**src/rtl/uart_pkg.sv**
```systemverilog
// Shared types and constants for the 8N1 UART receive path (and the future transmit path).
package uart_pkg;

  typedef enum logic [2:0] {
    ST_IDLE,
    ST_START,
    ST_DATA,
    ST_STOP,
    ST_WAIT_HIGH
  } rx_state_t;

  localparam int SAMPLES_PER_BIT = 16;
  localparam int MID_SAMPLE      = 7;
  localparam int DATA_BITS       = 8;

  // Clocks per 16x sample tick, rounded to nearest; 64-bit math avoids overflow at high clock rates.
  function automatic int calc_div(input int clk_hz, input int baud);
    return int'((longint'(clk_hz) + longint'(baud) * longint'(SAMPLES_PER_BIT / 2))
                / (longint'(baud) * longint'(SAMPLES_PER_BIT)));
  endfunction

endpackage

```
**src/rtl/uart_baud_tick.sv**
```systemverilog
// Free-running 16x oversample tick divider; clr parks the phase at zero so sampling aligns to an edge.
module uart_baud_tick #(
  parameter int DIV = 59
) (
  input  logic clk,
  input  logic rst_n,
  input  logic clr,
  output logic tick
);

  localparam int CW = (DIV > 1) ? $clog2(DIV) : 1;
  localparam logic [CW-1:0] LAST = CW'(DIV - 1);

  logic [CW-1:0] cnt;

  always_ff @(posedge clk or negedge rst_n) begin
    if (!rst_n) begin
      cnt <= '0;
    end else if (clr || cnt == LAST) begin
      cnt <= '0;
    end else begin
      cnt <= cnt + CW'(1);
    end
  end

  assign tick = !clr && (cnt == LAST);

endmodule

```
**src/rtl/uart_rx.sv**
```systemverilog
// 8N1 UART receiver: 16x oversampling, mid-bit start validation, one-entry valid/ready output register.
module uart_rx
  import uart_pkg::*;
#(
  parameter int CLK_HZ = 108_000_000,
  parameter int BAUD   = 115200,
  parameter int DIV    = calc_div(CLK_HZ, BAUD)
) (
  input  logic       clk,
  input  logic       rst_n,
  input  logic       rxd,
  output logic [7:0] data,
  output logic       valid,
  input  logic       ready,
  output logic       frame_err,
  output logic       overrun,
  output logic       busy
);

  logic                 meta;
  logic                 rxd_s;
  logic                 tick;
  logic                 clr;
  rx_state_t            state;
  logic [3:0]           sub;
  logic [2:0]           idx;
  logic [DATA_BITS-1:0] shreg;

  always_ff @(posedge clk or negedge rst_n) begin
    if (!rst_n) begin
      meta  <= 1'b1;
      rxd_s <= 1'b1;
    end else begin
      meta  <= rxd;
      rxd_s <= meta;
    end
  end

  assign clr = (state == ST_IDLE) || (state == ST_WAIT_HIGH);

  uart_baud_tick #(
    .DIV(DIV)
  ) u_tick (
    .clk  (clk),
    .rst_n(rst_n),
    .clr  (clr),
    .tick (tick)
  );

  always_ff @(posedge clk or negedge rst_n) begin
    if (!rst_n) begin
      state     <= ST_IDLE;
      sub       <= '0;
      idx       <= '0;
      shreg     <= '0;
      data      <= '0;
      valid     <= 1'b0;
      frame_err <= 1'b0;
      overrun   <= 1'b0;
      busy      <= 1'b0;
    end else begin
      frame_err <= 1'b0;
      overrun   <= 1'b0;
      // A push in the same cycle below overrides this drain.
      if (valid && ready) begin
        valid <= 1'b0;
      end
      case (state)
        ST_IDLE: begin
          if (!rxd_s) begin
            state <= ST_START;
            sub   <= '0;
            busy  <= 1'b1;
          end
        end
        ST_START: begin
          if (tick) begin
            if (sub == 4'(MID_SAMPLE)) begin
              if (!rxd_s) begin
                state <= ST_DATA;
                sub   <= '0;
                idx   <= '0;
              end else begin
                state <= ST_IDLE;
                busy  <= 1'b0;
              end
            end else begin
              sub <= sub + 4'd1;
            end
          end
        end
        ST_DATA: begin
          if (tick) begin
            sub <= sub + 4'd1;
            if (sub == 4'(SAMPLES_PER_BIT - 1)) begin
              shreg <= {rxd_s, shreg[DATA_BITS-1:1]};
              idx   <= idx + 3'd1;
              if (idx == 3'(DATA_BITS - 1)) begin
                state <= ST_STOP;
              end
            end
          end
        end
        ST_STOP: begin
          if (tick) begin
            sub <= sub + 4'd1;
            if (sub == 4'(SAMPLES_PER_BIT - 1)) begin
              if (rxd_s) begin
                state <= ST_IDLE;
                busy  <= 1'b0;
                if (!valid || ready) begin
                  data  <= shreg;
                  valid <= 1'b1;
                end else begin
                  overrun <= 1'b1;
                end
              end else begin
                state     <= ST_WAIT_HIGH;
                frame_err <= 1'b1;
              end
            end
          end
        end
        ST_WAIT_HIGH: begin
          if (rxd_s) begin
            state <= ST_IDLE;
            busy  <= 1'b0;
          end
        end
        default: begin
          state <= ST_IDLE;
          busy  <= 1'b0;
        end
      endcase
    end
  end

endmodule

```
**config.mk**
```make
export PLATFORM = sky130hd
export DESIGN_NAME = uart_rx
export DESIGN_NICKNAME = d
export VERILOG_FILES = /design/src/rtl/uart_pkg.sv /design/src/rtl/uart_baud_tick.sv /design/src/rtl/uart_rx.sv
export SDC_FILE = /design/constraint.sdc
export NUM_CORES = 1
export LEC_CHECK = 0
export CORE_MARGIN = 1
export CORE_UTILIZATION = 40
export DETAILED_ROUTE_END_ITERATION = 12
export DONT_BUFFER_PORTS = 1
export SLEW_MARGIN = 20
export SYNTH_ARGS = -nofsm -noshare
export SYNTH_HDL_FRONTEND = slang
export SYNTH_SLANG_ARGS = --single-unit
```
**constraint.sdc**
```tcl
create_clock -name clk -period 2.6 [get_ports clk]
set_clock_uncertainty 0.15 [all_clocks]
set_input_delay 0.39 -clock clk [delete_from_list [all_inputs] [get_ports clk]]
set_output_delay 0.39 -clock clk [all_outputs]
set_load 0.005 [all_outputs]
```
==> metrics.yaml <==
run_status:
  status: "finished clean"
floorplan:
  start_util_pct: 41.5
  design.core.area_um2: 4350
  die_area_um2: 4790
  ios: 16
  die_x_um: 69.2
  rows: 24
  die_h_um: 69.2
timing:
  fin_setup_tns_ns: 0
  final-hold-violation-count: 0
  slew_viol_final: 0
  fin_ws_ns: 0.623
  worstMarginPinSlew_ns: 0.580
  relSlewSlack_pct: 61.3
  clock.fmax_mhz: 506
  period_share_pct: 76.0
  rsz0062_at_grt: "false"
  fin_crit_ns: 1.98
  finalSetupViolCount: 0
clock_network:
  clock_sinks: 38
  tritoncts: "yes"
  cts_root_buf: "clkbuf_8"
  clkTransAtPathRegs_ns: 0.08
  post_cts_resized: 0
  clk_latency_ns: 0.29
  numCtsBuffers: 5
  ctsHtreeMaxLevel: 2
  cts_buffer_depth: 2
worst_setup_path:
  startpoint: "u_tick.cnt[0]"
  regToRegSetupSlack_ns: 0.62
  reg2reg_from: "u_tick.cnt[0]"
  worstPathRequired_ns: 2.64
  critical_path.slowest_cell: "dfrtp_1"
  cpPeakStageDelay_ns: 0.41
  crit_type: "reg2reg"
  worst_path_dominant_cell_family: "compound AO/OA/AOI/OAI gates"
  path_buf_inv: 1
  crit_fanout: 5
  start_kind: "flip-flop"
  endpoint_kind: "flip-flop"
  crit_chain: "inv_1 -> ha_1 -> and4b_1 -> a21oi_1 -> a211o_1 -> mux2_2"
  crit_arrival_ns: 2.01
route:
  wirelength_um: 3070
  post_drt_wl_per_cell_um: 15.2
  via_per_inst: 5.58
  antenna_left: 0
  drc: 0
  dr_total_vias: 1128
  firstDrtPassIters: 4
  drtIter0Drc: 54
logic_synthesis:
  synth_top_area_share_pct: 49.9
  synthCells: 146
  synthTopCellsByArea: "dfrtp_1, mux2_2, ha_1, dfstp_2, nor2_1"
  synth.most_common_cell: "dfrtp_1"
  syn_area_um2: 1810
  synth-main-ff-cell: "dfrtp_1"
  synth.avg_cell_area_um2: 12.4
  syn-num-nets: 155
  yosys-top-cells-count: "dfrtp_1, mux2_2, nor2_1, nand2_1, inv_1"
  synth-edff-count: 0
  ys_seq_elements: 38
  ys_types: 44
  synthArstFlopShare_pct: 100
  ys_seq_area_share_pct: 52.8
  synth_warnings: 0
  yosys.area.top_type: "dfrtp_1"
final_layout:
  postLayoutCellArea_um2: 1990
  layout-drive-gt1-share_pct: 26.0
  final_util_pct: 45.8
  final_nets: 158
  seq_area_um2: 953
  fill_cells: 400
  area_growth_pct: 10.4
  multi_input_area_um2: 774
  n_antenna_cell: 0
  finalNonFillerCells: 202
worst_hold_path:
  min_path_type: "in2reg"
  min_from: "ready"
global_routing:
  grt_first_pass_wirelength_um: 5490
  track_usage_pct: 14.6
  grt_max_degree: 39
  antenna_found_initial: 0
  grt_pass1_vias: 1175
  overflow: 0
pwr:
  p_leak_nw: 0.921
  powerDensity_nw_per_um2: 612
  vdd_drop_max_v: 0.000328
run:
  max_cap_violations: 0
placement:
  gp_congestion: 0.881
  placement.io_buffers: 0
  pre_cts_ws_ns: 0.617
  dp_hpwl_um: 2140
  dpl_cell_area_um2: 1820
  dp_cells: 191
## sequential cells by signal, summed over array words and instances (netlist names)
register,cells
u_tick.cnt,6
shreg,8
frame_err,1
overrun,1
state,3
rxd_s,1
valid,1
sub,4
busy,1
meta,1
idx,3
data,8
## final timing paths
check / to / depth (start not counted)
max: sub[0] / 6
min: overrun / 2
max reg2reg: sub[0] / 6
min reg2reg: rxd_s / 0
max in group asynchronous: rxd_s / 2
min in group asynchronous: sub[1] / 2
## final cells by class
cell class | instances | area share [%]
well taps | 52 | 3.26
repair buffers | 3 | 2.01
clock buffers | 5 | 3.45
inverters | 6 | 1.13
multi-input cells | 95 | 38.9
clock inverters | 3 | 3.45
flip-flops and latches | 38 | 47.8
## per-layer routing
metal | routed length [um] | up-vias | GRT usage, %
met1 | 1390 | 570 | 18.3
li1 | - | 529 | -
met2 | 1490 | 24 | 22.8
met3 | 134 | 5 | 4.94
met4 | 58 | 0 | 7.03
met5 | 0 | - | 0
## per-stage QoR
stage	power (mW)	hold WS, ns
floorplan	0.611	-0.0556
global placement	0.611	-0.0544
detailed placement	0.611	-0.0543
CTS	1.24	0.141
global route	1.27	0.141
finish	1.22	0.141
## what timing repair did
action | 4_1_cts | 5_1_grt
buffers inserted | 0 | 0
hold buffers | 3 | 0
endpoints found under the hold margin | 39 | 0
## cell families after synthesis
family | after synthesis | synth area share, %
buf+inv | 13 | 4.30
simple gates | 45 | 17.0
mux | 21 | 12.9
flops | 38 | 52.8
xor+xnor | 3 | 1.46
fa+ha+maj | 6 | 4.02
compound gates | 20 | 7.55
## power by group
part	internal (mW)	switching [mW]	leakage, nW
registers	0.593	0.00292	0.504
clock network	0.384	0.220	0.0683
logic	0.00655	0.0128	0.349
## cells in the final DEF (no fill, tap or decap), drive strengths merged, types with 2 or more instances in the layout
master / n
nand4: 2
dfrtp: 36
o22ai: 4
bufinv: 2
dlygate4sd3: 2
clkbuf: 5
nand3: 6
mux2i: 3
inv: 6
dfstp: 2
ha: 5
a21oi: 4
xor2: 2
nor3: 3
or2: 2
mux2: 18
and3: 2
nand2b: 3
nor2: 10
nand2: 8
o21ai: 4
a311oi: 2
(Power assumes the default switching activity.)
